`config.mk`:
```
export PLATFORM = sky130hd
export DESIGN_NAME = noc_out_arbiter_flat
export DESIGN_NICKNAME = d
export VERILOG_FILES = /design/src/rtl/noc_pkg.sv /design/src/rtl/noc_out_arbiter_if.sv /design/src/rtl/rr_arbiter.sv /design/src/rtl/noc_out_arbiter.sv /design/src/flat_wrapper.sv
export SDC_FILE = /design/constraint.sdc
export NUM_CORES = 1
export LEC_CHECK = 0
export CORE_AREA = 2 2 78 80
export CTS_CLUSTER_DIAMETER = 40
export CTS_CLUSTER_SIZE = 40
export DETAILED_ROUTE_END_ITERATION = 6
export DIE_AREA = 0 0 80 82
export DONT_BUFFER_PORTS = 1
export HOLD_SLACK_MARGIN = 0.1
export PLACE_DENSITY = 0.57
export SETUP_SLACK_MARGIN = 0.15
export SKIP_LAST_GASP = 1
export SYNTH_ARGS = -nofsm -noshare
export SYNTH_HDL_FRONTEND = slang
export SYNTH_SLANG_ARGS = --single-unit
```
`constraint.sdc`:
```
create_clock -name clk -period 9.12 [get_ports clk]
set_clock_uncertainty 0.2 [all_clocks]
set_input_delay 0.912 -clock clk [delete_from_list [all_inputs] [get_ports clk]]
set_output_delay 0.912 -clock clk [all_outputs]
set_load 0.01 [all_outputs]
```
`src/rtl/noc_pkg.sv`:
```
// ---------------------------------------------------------------------------
// noc_pkg
// Shared types for the NoC switch output-port arbiter.
//   FLIT_W       : flit width; the two MSBs carry the flit type
//   flit_type_e  : BODY / HEAD / TAIL / HEAD_TAIL encoding of the type field
//   arb_state_e  : arbiter FSM states (IDLE, LOCKED)
//   flit_type()  : extracts the type field from a flit
// ---------------------------------------------------------------------------
package noc_pkg;

  localparam int FLIT_W = 37;

  typedef enum logic [1:0] {
    BODY      = 2'b00,
    HEAD      = 2'b01,
    TAIL      = 2'b10,
    HEAD_TAIL = 2'b11
  } flit_type_e;

  typedef enum logic {
    IDLE   = 1'b0,
    LOCKED = 1'b1
  } arb_state_e;

  function automatic flit_type_e flit_type(input logic [FLIT_W-1:0] flit);
    return flit_type_e'(flit[FLIT_W-1:FLIT_W-2]);
  endfunction

endpackage

```
`src/rtl/noc_out_arbiter_if.sv`:
```
// ---------------------------------------------------------------------------
// noc_out_arbiter_if
// Bundles the input-FIFO side, output link and status signals of one output
// port arbiter.
//   in_empty   : per-FIFO empty flags
//   in_flit    : flattened FIFO data_out buses, input i at [i*FLIT_W +: FLIT_W]
//   in_rd_en   : one-hot FIFO read enables (data valid the next cycle)
//   out_valid  : out_flit / out_src valid
//   out_flit   : forwarded flit
//   out_src    : input index the forwarded flit came from
//   credit_in  : one-cycle pulse, downstream freed a slot
//   grant_active, err_credit_ovf, err_proto : status / sticky error flags
// modport master : the arbiter itself
// modport slave  : the FIFOs / downstream link around it
// ---------------------------------------------------------------------------
interface noc_out_arbiter_if #(
  parameter int N_IN   = 4,
  parameter int FLIT_W = noc_pkg::FLIT_W
);
  localparam int SRC_W = (N_IN > 1) ? $clog2(N_IN) : 1;

  logic [N_IN-1:0]        in_empty;
  logic [N_IN*FLIT_W-1:0] in_flit;
  logic [N_IN-1:0]        in_rd_en;
  logic                   out_valid;
  logic [FLIT_W-1:0]      out_flit;
  logic [SRC_W-1:0]       out_src;
  logic                   credit_in;
  logic                   grant_active;
  logic                   err_credit_ovf;
  logic                   err_proto;

  modport master (
    input  in_empty, in_flit, credit_in,
    output in_rd_en, out_valid, out_flit, out_src,
           grant_active, err_credit_ovf, err_proto
  );

  modport slave (
    output in_empty, in_flit, credit_in,
    input  in_rd_en, out_valid, out_flit, out_src,
           grant_active, err_credit_ovf, err_proto
  );

endinterface

```
`src/rtl/rr_arbiter.sv`:
```
// ---------------------------------------------------------------------------
// rr_arbiter
// Combinational N-way round-robin pick: the first asserted request at or
// after ptr, wrapping modulo N.
//   req   : request vector
//   ptr   : highest-priority index
//   gnt   : one-hot grant (all zero when no request)
//   valid : at least one request present
// ---------------------------------------------------------------------------
module rr_arbiter #(
  parameter int N     = 4,
  parameter int PTR_W = 2
) (
  input  logic [N-1:0]     req,
  input  logic [PTR_W-1:0] ptr,
  output logic [N-1:0]     gnt,
  output logic             valid
);

  int j;

  always_comb begin
    gnt   = '0;
    valid = 1'b0;
    j     = 0;
    for (int k = 0; k < N; k++) begin
      j = int'(ptr) + k;
      if (j >= N) j = j - N;
      if (!valid && req[j]) begin
        gnt[j] = 1'b1;
        valid  = 1'b1;
      end
    end
  end

endmodule

```
`src/rtl/noc_out_arbiter.sv`:
```
// ---------------------------------------------------------------------------
// noc_out_arbiter
// Wormhole output-port arbiter. Picks an input FIFO round-robin, then keeps
// popping that FIFO until the packet's tail has been forwarded. Reads are
// gated by downstream credits.
//   clk, rst : clock, asynchronous active-high reset
//   bus      : noc_out_arbiter_if.master (FIFO side, output link, status)
// Parameters:
//   N_IN     : number of competing input FIFOs
//   CREDITS  : initial credit count (usable downstream FIFO depth)
// ---------------------------------------------------------------------------
module noc_out_arbiter
  import noc_pkg::*;
#(
  parameter int N_IN    = 4,
  parameter int CREDITS = 7
) (
  input  logic                  clk,
  input  logic                  rst,
  noc_out_arbiter_if.master     bus
);

  localparam int SRC_W = (N_IN > 1) ? $clog2(N_IN) : 1;
  localparam int CRD_W = $clog2(CREDITS + 1);
  localparam logic [CRD_W-1:0] CRD_MAX = CRD_W'(CREDITS);

  arb_state_e        state_reg;
  logic [SRC_W-1:0]  rr_ptr_reg;
  logic [SRC_W-1:0]  lock_id_reg;
  logic [SRC_W-1:0]  src_q_reg;
  logic [CRD_W-1:0]  credits_reg;
  logic              out_valid_reg;
  logic              first_reg;      // next forwarded flit is the first of the grant
  logic              err_credit_ovf_reg;
  logic              err_proto_reg;

  logic [N_IN-1:0]   req;
  logic [N_IN-1:0]   arb_gnt;
  logic              arb_valid;
  logic [SRC_W-1:0]  arb_idx;
  logic [SRC_W-1:0]  rr_ptr_next;
  logic [N_IN-1:0]   rd_en;
  logic              rd_any;
  logic [SRC_W-1:0]  rd_idx;
  logic              have_credit;
  logic              release_now;
  logic [FLIT_W-1:0] cur_flit;
  flit_type_e        cur_type;
  logic [FLIT_W-1:0] flit_arr [N_IN];

  // Unflatten the FIFO data buses.
  generate
    for (genvar gi = 0; gi < N_IN; gi++) begin : g_slice
      assign flit_arr[gi] = bus.in_flit[gi*FLIT_W +: FLIT_W];
    end
  endgenerate

  assign req         = ~bus.in_empty;
  assign have_credit = (credits_reg != '0);

  rr_arbiter #(
    .N     (N_IN),
    .PTR_W (SRC_W)
  ) u_rr_arbiter (
    .req   (req),
    .ptr   (rr_ptr_reg),
    .gnt   (arb_gnt),
    .valid (arb_valid)
  );

  always_comb begin
    arb_idx = '0;
    for (int i = 0; i < N_IN; i++) begin
      if (arb_gnt[i]) arb_idx = SRC_W'(i);
    end
  end

  assign rr_ptr_next = (arb_idx == SRC_W'(N_IN - 1)) ? '0 : arb_idx + SRC_W'(1);

  // Data of the FIFO popped last cycle is on its data_out bus now.
  assign cur_flit = flit_arr[src_q_reg];
  assign cur_type = flit_type(cur_flit);

  assign release_now = (state_reg == LOCKED) && out_valid_reg &&
                       (src_q_reg == lock_id_reg) &&
                       ((cur_type == TAIL) || (cur_type == HEAD_TAIL));

  // Read enables are combinational so a grant pops in the same cycle it is
  // decided. They are forced low during reset, and never issued on the
  // release cycle so the FIFO is not read past the tail.
  always_comb begin
    rd_en = '0;
    if (!rst) begin
      if (state_reg == IDLE) begin
        if (arb_valid && have_credit) rd_en = arb_gnt;
      end else if (!release_now && have_credit && !bus.in_empty[lock_id_reg]) begin
        rd_en[lock_id_reg] = 1'b1;
      end
    end
  end

  assign rd_any = |rd_en;
  assign rd_idx = (state_reg == IDLE) ? arb_idx : lock_id_reg;

  always_ff @(posedge clk or posedge rst) begin
    if (rst) begin
      state_reg          <= IDLE;
      rr_ptr_reg         <= '0;
      lock_id_reg        <= '0;
      src_q_reg          <= '0;
      credits_reg        <= CRD_MAX;
      out_valid_reg      <= 1'b0;
      first_reg          <= 1'b0;
      err_credit_ovf_reg <= 1'b0;
      err_proto_reg      <= 1'b0;
    end else begin
      out_valid_reg <= rd_any;
      if (rd_any) src_q_reg <= rd_idx;

      // Protocol monitor: only observes, never alters forwarding.
      if (out_valid_reg) begin
        first_reg <= 1'b0;
        if (first_reg && ((cur_type == BODY) || (cur_type == TAIL)))
          err_proto_reg <= 1'b1;
        if (!first_reg && ((cur_type == HEAD) || (cur_type == HEAD_TAIL)))
          err_proto_reg <= 1'b1;
      end

      case (state_reg)
        IDLE: begin
          if (rd_any) begin
            lock_id_reg <= arb_idx;
            rr_ptr_reg  <= rr_ptr_next;
            first_reg   <= 1'b1;
            state_reg   <= LOCKED;
          end
        end
        LOCKED: begin
          if (release_now) state_reg <= IDLE;
        end
        default: state_reg <= IDLE;
      endcase

      if (bus.credit_in && (credits_reg == CRD_MAX)) err_credit_ovf_reg <= 1'b1;

      // A read and a returned credit in the same cycle cancel out.
      case ({rd_any, bus.credit_in})
        2'b10:   credits_reg <= credits_reg - CRD_W'(1);
        2'b01:   if (credits_reg != CRD_MAX) credits_reg <= credits_reg + CRD_W'(1);
        default: credits_reg <= credits_reg;
      endcase
    end
  end

  assign bus.in_rd_en       = rd_en;
  assign bus.out_valid      = out_valid_reg;
  assign bus.out_flit       = out_valid_reg ? cur_flit : '0;
  assign bus.out_src        = src_q_reg;
  assign bus.grant_active   = (state_reg == LOCKED);
  assign bus.err_credit_ovf = err_credit_ovf_reg;
  assign bus.err_proto      = err_proto_reg;

endmodule

```
`src/flat_wrapper.sv`:
```
// flat-port wrapper written by rule: the top's interface ports become plain ports
module noc_out_arbiter_flat import noc_pkg::*;
#(
  parameter int N_IN    = 4,
  parameter int CREDITS = 7
)
  (clk, rst, bus_in_empty, bus_in_flit, bus_credit_in, bus_in_rd_en, bus_out_valid, bus_out_flit, bus_out_src, bus_grant_active, bus_err_credit_ovf, bus_err_proto);
  noc_out_arbiter_if #(.N_IN(N_IN), .FLIT_W(FLIT_W)) bus_i ();
  input  logic clk;
  input  logic rst;
  input wire logic [$bits(bus_i.in_empty)-1:0] bus_in_empty;
  input wire logic [$bits(bus_i.in_flit)-1:0] bus_in_flit;
  input wire logic [$bits(bus_i.credit_in)-1:0] bus_credit_in;
  output wire logic [$bits(bus_i.in_rd_en)-1:0] bus_in_rd_en;
  output wire logic [$bits(bus_i.out_valid)-1:0] bus_out_valid;
  output wire logic [$bits(bus_i.out_flit)-1:0] bus_out_flit;
  output wire logic [$bits(bus_i.out_src)-1:0] bus_out_src;
  output wire logic [$bits(bus_i.grant_active)-1:0] bus_grant_active;
  output wire logic [$bits(bus_i.err_credit_ovf)-1:0] bus_err_credit_ovf;
  output wire logic [$bits(bus_i.err_proto)-1:0] bus_err_proto;
  assign bus_i.in_empty = bus_in_empty;
  assign bus_i.in_flit = bus_in_flit;
  assign bus_i.credit_in = bus_credit_in;
  assign bus_in_rd_en = bus_i.in_rd_en;
  assign bus_out_valid = bus_i.out_valid;
  assign bus_out_flit = bus_i.out_flit;
  assign bus_out_src = bus_i.out_src;
  assign bus_grant_active = bus_i.grant_active;
  assign bus_err_credit_ovf = bus_i.err_credit_ovf;
  assign bus_err_proto = bus_i.err_proto;
  noc_out_arbiter #(.N_IN(N_IN), .CREDITS(CREDITS)) u_core (.clk(clk), .rst(rst), .bus(bus_i));
endmodule
```
After elaboration in Yosys (flattened, before gate mapping)
Index checks and enable logic that the tools add are counted.
{"block": "totals", "reg_bits": 14, "inputBits": 155, "out_inout_bits": 47}
{"block": "op_classes", "add_sub_neg": 10, "magnitude_cmp": 15, "n_eq_ne": 10, "mux": 59, "n_bitwise": 6, "reduce_logical": 34}
{"operator": "$ge 32x1->1 const B", "n": 4}
{"operator": "$lt 32x4->1 const B", "n": 4}
{"operator": "$mux 32", "n": 4}
{"operator": "$mux 37", "n": 3}
{"operator": "$bmux 37 s2", "n": 1}
{"operator": "$mux 4", "n": 8}
{"operator": "$mux 1", "n": 26}
{"operator": "$logic_and 1x1->1", "n": 17}
{"operator": "$ge 3x3->1 const B", "n": 4}
{"operator": "$or 4x4->4", "n": 3}
{"operator": "$sub 3x3->4 const B", "n": 3}
{"operator": "$bmux 1 s2", "n": 5}
{"operator": "$demux 1 s2", "n": 5}
{"operator": "$eq 2x2->1 const B", "n": 4}
{"operator": "$mux 2", "n": 4}
{"operator": "$add 2x2->3 const B", "n": 2}
{"operator": "$logic_not 1->1", "n": 6}
{"operator": "$pmux 3 s2", "n": 1}
{"operator": "$reduce_and 2->1", "n": 3}
{"operator": "$eq 2x1->1 const B", "n": 2}
{"operator": "$not 4->4", "n": 1}
{"operator": "$reduce_bool 2->1", "n": 2}
{"operator": "$reduce_or 4->1", "n": 1}
{"operator": "$sub 2x3->4 const B", "n": 1}
{"operator": "other kinds (18)", "n": 20}

Longest topological paths before layout
{"block": "depth", "word_depth": 23, "ltp_mapped": 15}

By module
A second synthesis with hierarchy kept.
{"block": "unflattened", "hier_cells": 253, "hier_area_um2": 2565.0}
{"module": "noc_out_arbiter", "instances": 1, "cells_each": 194, "area_each_um2": 2107.0, "seq_area_each_um2": 354.1}
{"module": "rr_arbiter", "instances": 1, "cells_each": 59, "area_each_um2": 457.9, "seq_area_each_um2": 0.0}

Worst setup path after synthesis
OpenSTA, ideal clock, no wires.
{"block": "synth_path", "path_type": "input-to-reg", "startpoint": "input port bus_in_empty[3]", "endpoint": "register u_core.credits_reg[1]", "arrival_ps": 3808, "path_slack_ps": 5024, "cell_stages": 12, "n_path_buf": 2, "path_cell_list": "buf_2 -> mux4_2 -> nor2b_4 -> a22o_1 -> a221oi_2 -> a41o_1 -> clkbuf_1 -> nand3b_1 -> fa_1 -> nor2b_1 -> a32o_1 -> or3_1"}
{"block": "synth_via", "elab_chain_cells": 22, "word_cells_on_any_way": 46, "cone_classes": "eq/ne (3); mux (27); bitwise (4); reduce/logical (12)"}
{"item": "from (decl)", "line_no": "flat_wrapper.sv:11", "rtl": "input wire logic [$bits(bus_i.in_empty)-1:0] bus_in_empty;"}
{"item": "$not 4->4", "line_no": "noc_out_arbiter.sv:58", "rtl": "assign req = ~bus.in_empty;"}
{"item": "$bmux 1 s2", "line_no": "rr_arbiter.sv:29", "rtl": "if (!valid && req[j]) begin"}
{"item": "$mux 1 (implied by the code) (2 in series)", "line_no": "rr_arbiter.sv:29"}
{"item": "$mux 1", "line_no": "rr_arbiter.sv:29"}
{"item": "$logic_not 1->1", "line_no": "rr_arbiter.sv:29"}
{"item": "$logic_and 1x1->1", "line_no": "rr_arbiter.sv:29"}
{"item": "$mux 1", "line_no": "rr_arbiter.sv:29"}
{"item": "$logic_not 1->1", "line_no": "rr_arbiter.sv:29"}
{"item": "(+5 left out)"}
{"item": "$logic_and 1x1->1", "line_no": "noc_out_arbiter.sv:95", "rtl": "if (arb_valid && have_credit) rd_en = arb_gnt;"}
{"item": "$mux 4", "line_no": "noc_out_arbiter.sv:95"}
{"item": "$mux 4 *", "line_no": "noc_out_arbiter.sv:94", "rtl": "if (state_reg == IDLE) begin"}
{"item": "$mux 4 *", "line_no": "noc_out_arbiter.sv:93", "rtl": "if (!rst) begin"}
{"item": "$reduce_or 4->1 *", "line_no": "noc_out_arbiter.sv:102", "rtl": "assign rd_any = |rd_en;"}
{"item": "$eq 2x1->1 or $eq 2x2->1 (tied branches)", "line_no": "noc_out_arbiter.sv:147", "rtl": "case ({rd_any, bus.credit_in})"}
{"item": "$ne 2x1->1 (no source line) or $reduce_bool 2->1 (tied branches)"}
{"item": "$reduce_and 2->1 (no source line)"}
{"item": "to (signal assigned)", "line_no": "noc_out_arbiter.sv:148", "rtl": "2'b10: credits_reg <= credits_reg - CRD_W'(1);"}
{"item": "to (signal assigned)", "line_no": "noc_out_arbiter.sv:149", "rtl": "2'b01: if (credits_reg != CRD_MAX) credits_reg <= credits_reg + CRD_W'(1);"}
{"item": "to (signal assigned)", "line_no": "noc_out_arbiter.sv:150", "rtl": "default: credits_reg <= credits_reg;"}
{"item": "to (decl)", "line_no": "noc_out_arbiter.sv:31", "rtl": "logic [CRD_W-1:0] credits_reg;"}
Every way passes the cells marked *; elsewhere a longest branch is shown, timed or not. The select of a mux whose other input is x is not followed.
A chain may end at the register's enable or synchronous reset.

Final worst setup path
{"block": "layout_path", "startpoint": "register u_core.rr_ptr_reg[0]", "endpoint": "register u_core.credits_reg[1]"}
{"block": "layout_via", "elab_chain_cells": 23, "word_cells_on_any_way": 75, "cone_classes": "add/sub (7); order compare (12); eq/ne (3); mux (36); bitwise (3); reduce/logical (14)"}
{"item": "from (decl)", "line_no": "noc_out_arbiter.sv:28", "rtl": "logic [SRC_W-1:0] rr_ptr_reg;"}
{"item": "from (signal assigned)", "line_no": "noc_out_arbiter.sv:133", "rtl": "rr_ptr_reg <= rr_ptr_next;"}
{"item": "parallel branches: the longest is 16 deep, another holds $ge 32x1->1"}
{"item": "$mux 4 *", "line_no": "noc_out_arbiter.sv:95"}
{"item": "$mux 4 *", "line_no": "noc_out_arbiter.sv:94"}
{"item": "$mux 4 *", "line_no": "noc_out_arbiter.sv:93"}
{"item": "$reduce_or 4->1 *", "line_no": "noc_out_arbiter.sv:102"}
{"item": "$eq 2x1->1 or $eq 2x2->1 (tied branches)", "line_no": "noc_out_arbiter.sv:147"}
{"item": "$ne 2x1->1 (no source line) or $reduce_bool 2->1 (tied branches)"}
{"item": "$reduce_and 2->1 (no source line)"}
Every way passes the cells marked *. The select of a mux whose other input is x is not followed.

==> impl_metrics.tcl <==
set metrics [dict create \
    ys_warn_count 0 \
    worstPathArrival_ns 4.35 \
    area_growth_pct 2.41 \
    die-width_um 80 \
    cp.required_ns 9.09 \
    cpPeakStageDelay_ns 0.66 \
    synth.distinct_cells 44 \
    io_pins 202 \
    mostFrequentLayoutCells "40 x mux4_2, 36 x and2_1, 17 x nand2_1" \
    wl_um 7330 \
    cts_buffers 3 \
    synth_area_um2 2340 \
    final_core_util_pct 41.7 \
    insertion_delay_ns 0.25 \
    p_sw_share_pct 46.6 \
    drt_iter0_markers 66 \
    place.gp.congestion 0.801 \
    htree_levels 1 \
    dp_hpwl_um 6130 \
    port_buffers 0 \
    setup-tns-final_ns 0 \
    worstSetupPathType "register to register" \
    final_common_cell "mux4_2" \
    power_density_nw_per_um2 331 \
    seq_area_frac_synth_pct 15.1 \
    fin_ws_ns 4.74 \
    p_leak_nw 0.904 \
    rows 28 \
    internal-power_mw 0.423 \
    p_switching_mw 0.369 \
    ir_worst_vdd_mv 0.162 \
    fmax_mhz 228 \
    hold_ws_ns 0.331 \
    rsz0062_at_grt "no" \
    hold_class "register to register" \
    cts_buffer_depth 2 \
    syn_inst 217 \
    core_um2 5750 \
    dr_total_vias 1819 \
    dp_slack_ns 4.75 \
    slew_headroom_pct 29.0 \
    cts_hold_buf 0 \
    grt_usage_pct 20.5 \
    cap_viol_max_count 0 \
    worstPathCellList "inv_1 > ha_1 > and3b_1 > o2111ai_1 > nand3_1 > a221oi_2 > a41o_1 > nand3b_1 > fa_1 > nor2b_1 > a32o_1 > or3_1" \
    grt_antenna_before_repair 1 \
    min_period_ns 4.38 \
    cp-end-kind "register" \
    drive_above_1_share_pct 29.6 \
    drc 0 \
    status "complete, no violations" \
    hold_violations 0 \
    initial_core_util_pct 40.7 \
    clockPowerShare_pct 7.7 \
    wire_per_inst_um 26.8 \
    ant_nets 0 \
    dieHeight_um 82 \
    setup_violations 0 \
    largest_register_ffs 3 \
    dieArea_um2 6560 \
    fin_crit_sh_pct 48.0 \
    critical_path.max_fanout 14 \
    grt_start_max_net_pins 41 \
    synth-edff-count 0 \
    first_global_vias 1752 \
    drtPass1Iterations 4 \
    startpoint_type "register" \
    diodes 0 \
    postSynthNetCount 380 \
    async_flop_share_pct 100 \
    root_buffer "clkbuf_8" \
    vias_per_cell 6.64 \
    pwr-share-comb_pct 68.3 \
    ys_seq_elements 14 \
    finalMaxSlewViolations 0 \
    cts_setup_buffers 0 \
    clock-sinks 14 \
    p_total_mw 0.792 \
    fin_nets 363 \
    cts_resized 0 \
    cpLargestDelayFamily "compound AO/OA/AOI/OAI gates" \
    seqPwrFrac_pct 24.1 \
    grt_pass1_wl_um 10100 \
    clk_pin_slew_ns 0.06 \
    cts_tree "yes" \
    synth-main-ff-cell "dfrtp_1" \
    gr-total-overflow 0 \
    slowest_stage "dfrtp_1" \
    critPathBufInv 1 \
    worst_pin_slew_ns 1.07 \
    syn_area_per_cell_um2 10.8 \
]
[synthesized netlist by cell type, types with 2 or more instances]
cell / n / area share (%)
mux2_2: 4 / 1.9
buf_1: 8 / 1.3
dfstp_2: 3 / 3.4
buf_2: 7 / 1.5
xor2_1: 2 / 0.75
and3_1: 2 / 0.53
inv_1: 7 / 1.1
a21oi_1: 5 / 1.1
xnor2_1: 2 / 0.75
a21o_1: 2 / 0.64
a41o_1: 2 / 0.86
nand2_1: 17 / 2.7
nor3b_1: 2 / 0.64
and2_1: 36 / 9.6
o21ai_0: 3 / 0.64
ha_1: 7 / 3.7
mux4_2: 40 / 39
dfrtp_1: 11 / 12
mux2i_1: 7 / 3.0
nand4_1: 3 / 0.80
nand3_1: 2 / 0.43
a22o_1: 4 / 1.5
clkbuf_1: 7 / 1.1
nor3_1: 3 / 0.64
nor2_1: 6 / 0.96
a32o_1: 2 / 0.86
o22ai_1: 4 / 1.1
a221oi_2: 3 / 1.9
[worst reg2reg max path: stages, from the launching register on]
cell and delay (ns):
dfrtp_1 0.66, inv_1 0.17, ha_1 0.43, and3b_1 0.22, o2111ai_1 0.18, nand3_1 0.22
a221oi_2 0.46, a41o_1 0.45, nand3b_1 0.15, fa_1 0.46, nor2b_1 0.14, a32o_1 0.20
or3_1 0.36
[kinds of logic (layout without fill, tap and decap cells)]
group	after synthesis	in the layout	synth area share, %
simple gates	79	79	19.3
flops	14	14	15.1
compound gates	31	31	10.5
xor+xnor	4	4	1.50
buf+inv	30	12	5.51
fa+ha+maj	8	8	4.60
mux	51	51	43.4
[power by group through the flow]
stage | clock [mW] | combinational [mW] | sequential, mW
after floorplan | 0 | 0.527 | 0.129
after global placement | 0 | 0.541 | 0.191
after detailed placement | 0 | 0.544 | 0.192
after CTS | 0.0619 | 0.547 | 0.191
after global routing | 0.0661 | 0.598 | 0.201
final | 0.0606 | 0.541 | 0.191
[metrics by stage]
step / instance area, µm² / std cells
after global placement: 2340 / 270
after floorplan: 2340 / 217
after global routing: 2390 / 274
after CTS: 2390 / 274
after detailed placement: 2340 / 270
final: 2390 / 274
[path summary, 6_finish.rpt]
kind                                        from                        end  slack, ns  cells past startpoint
max in group asynchronous                    rst      u_core.bus.out_src[0]       7.95                      1
hold / removal             u_core.credits_reg[0]      u_core.credits_reg[0]       0.33                      1
setup reg to reg            u_core.rr_ptr_reg[0]      u_core.credits_reg[1]       4.74                     12
setup / recovery            u_core.rr_ptr_reg[0]      u_core.credits_reg[1]       4.74                     12
hold reg to reg            u_core.credits_reg[0]      u_core.credits_reg[0]       0.33                      1
min in group asynchronous                    rst  u_core.bus.err_credit_ovf       0.39                      1
[area by class of cell]
| class | count | area (µm²) |
|---|---|---|
| sequential | 14 | 357 |
| inverter | 7 | 26.3 |
| multi-input combinational | 173 | 1860 |
| clock buffer | 4 | 55.1 |
| tap | 75 | 93.8 |
| timing repair buffer | 1 | 7.51 |
| fill | 552 | 3350 |
[metal layers]
layer,share of wire (%),GRT usage [%],up-vias
li1,-,-,801
met1,41,28.1,917
met2,47,31.8,95
met3,11,7.91,4
met4,0.31,2.54,2
met5,0.18,0,-
(Power assumes the default switching activity.)
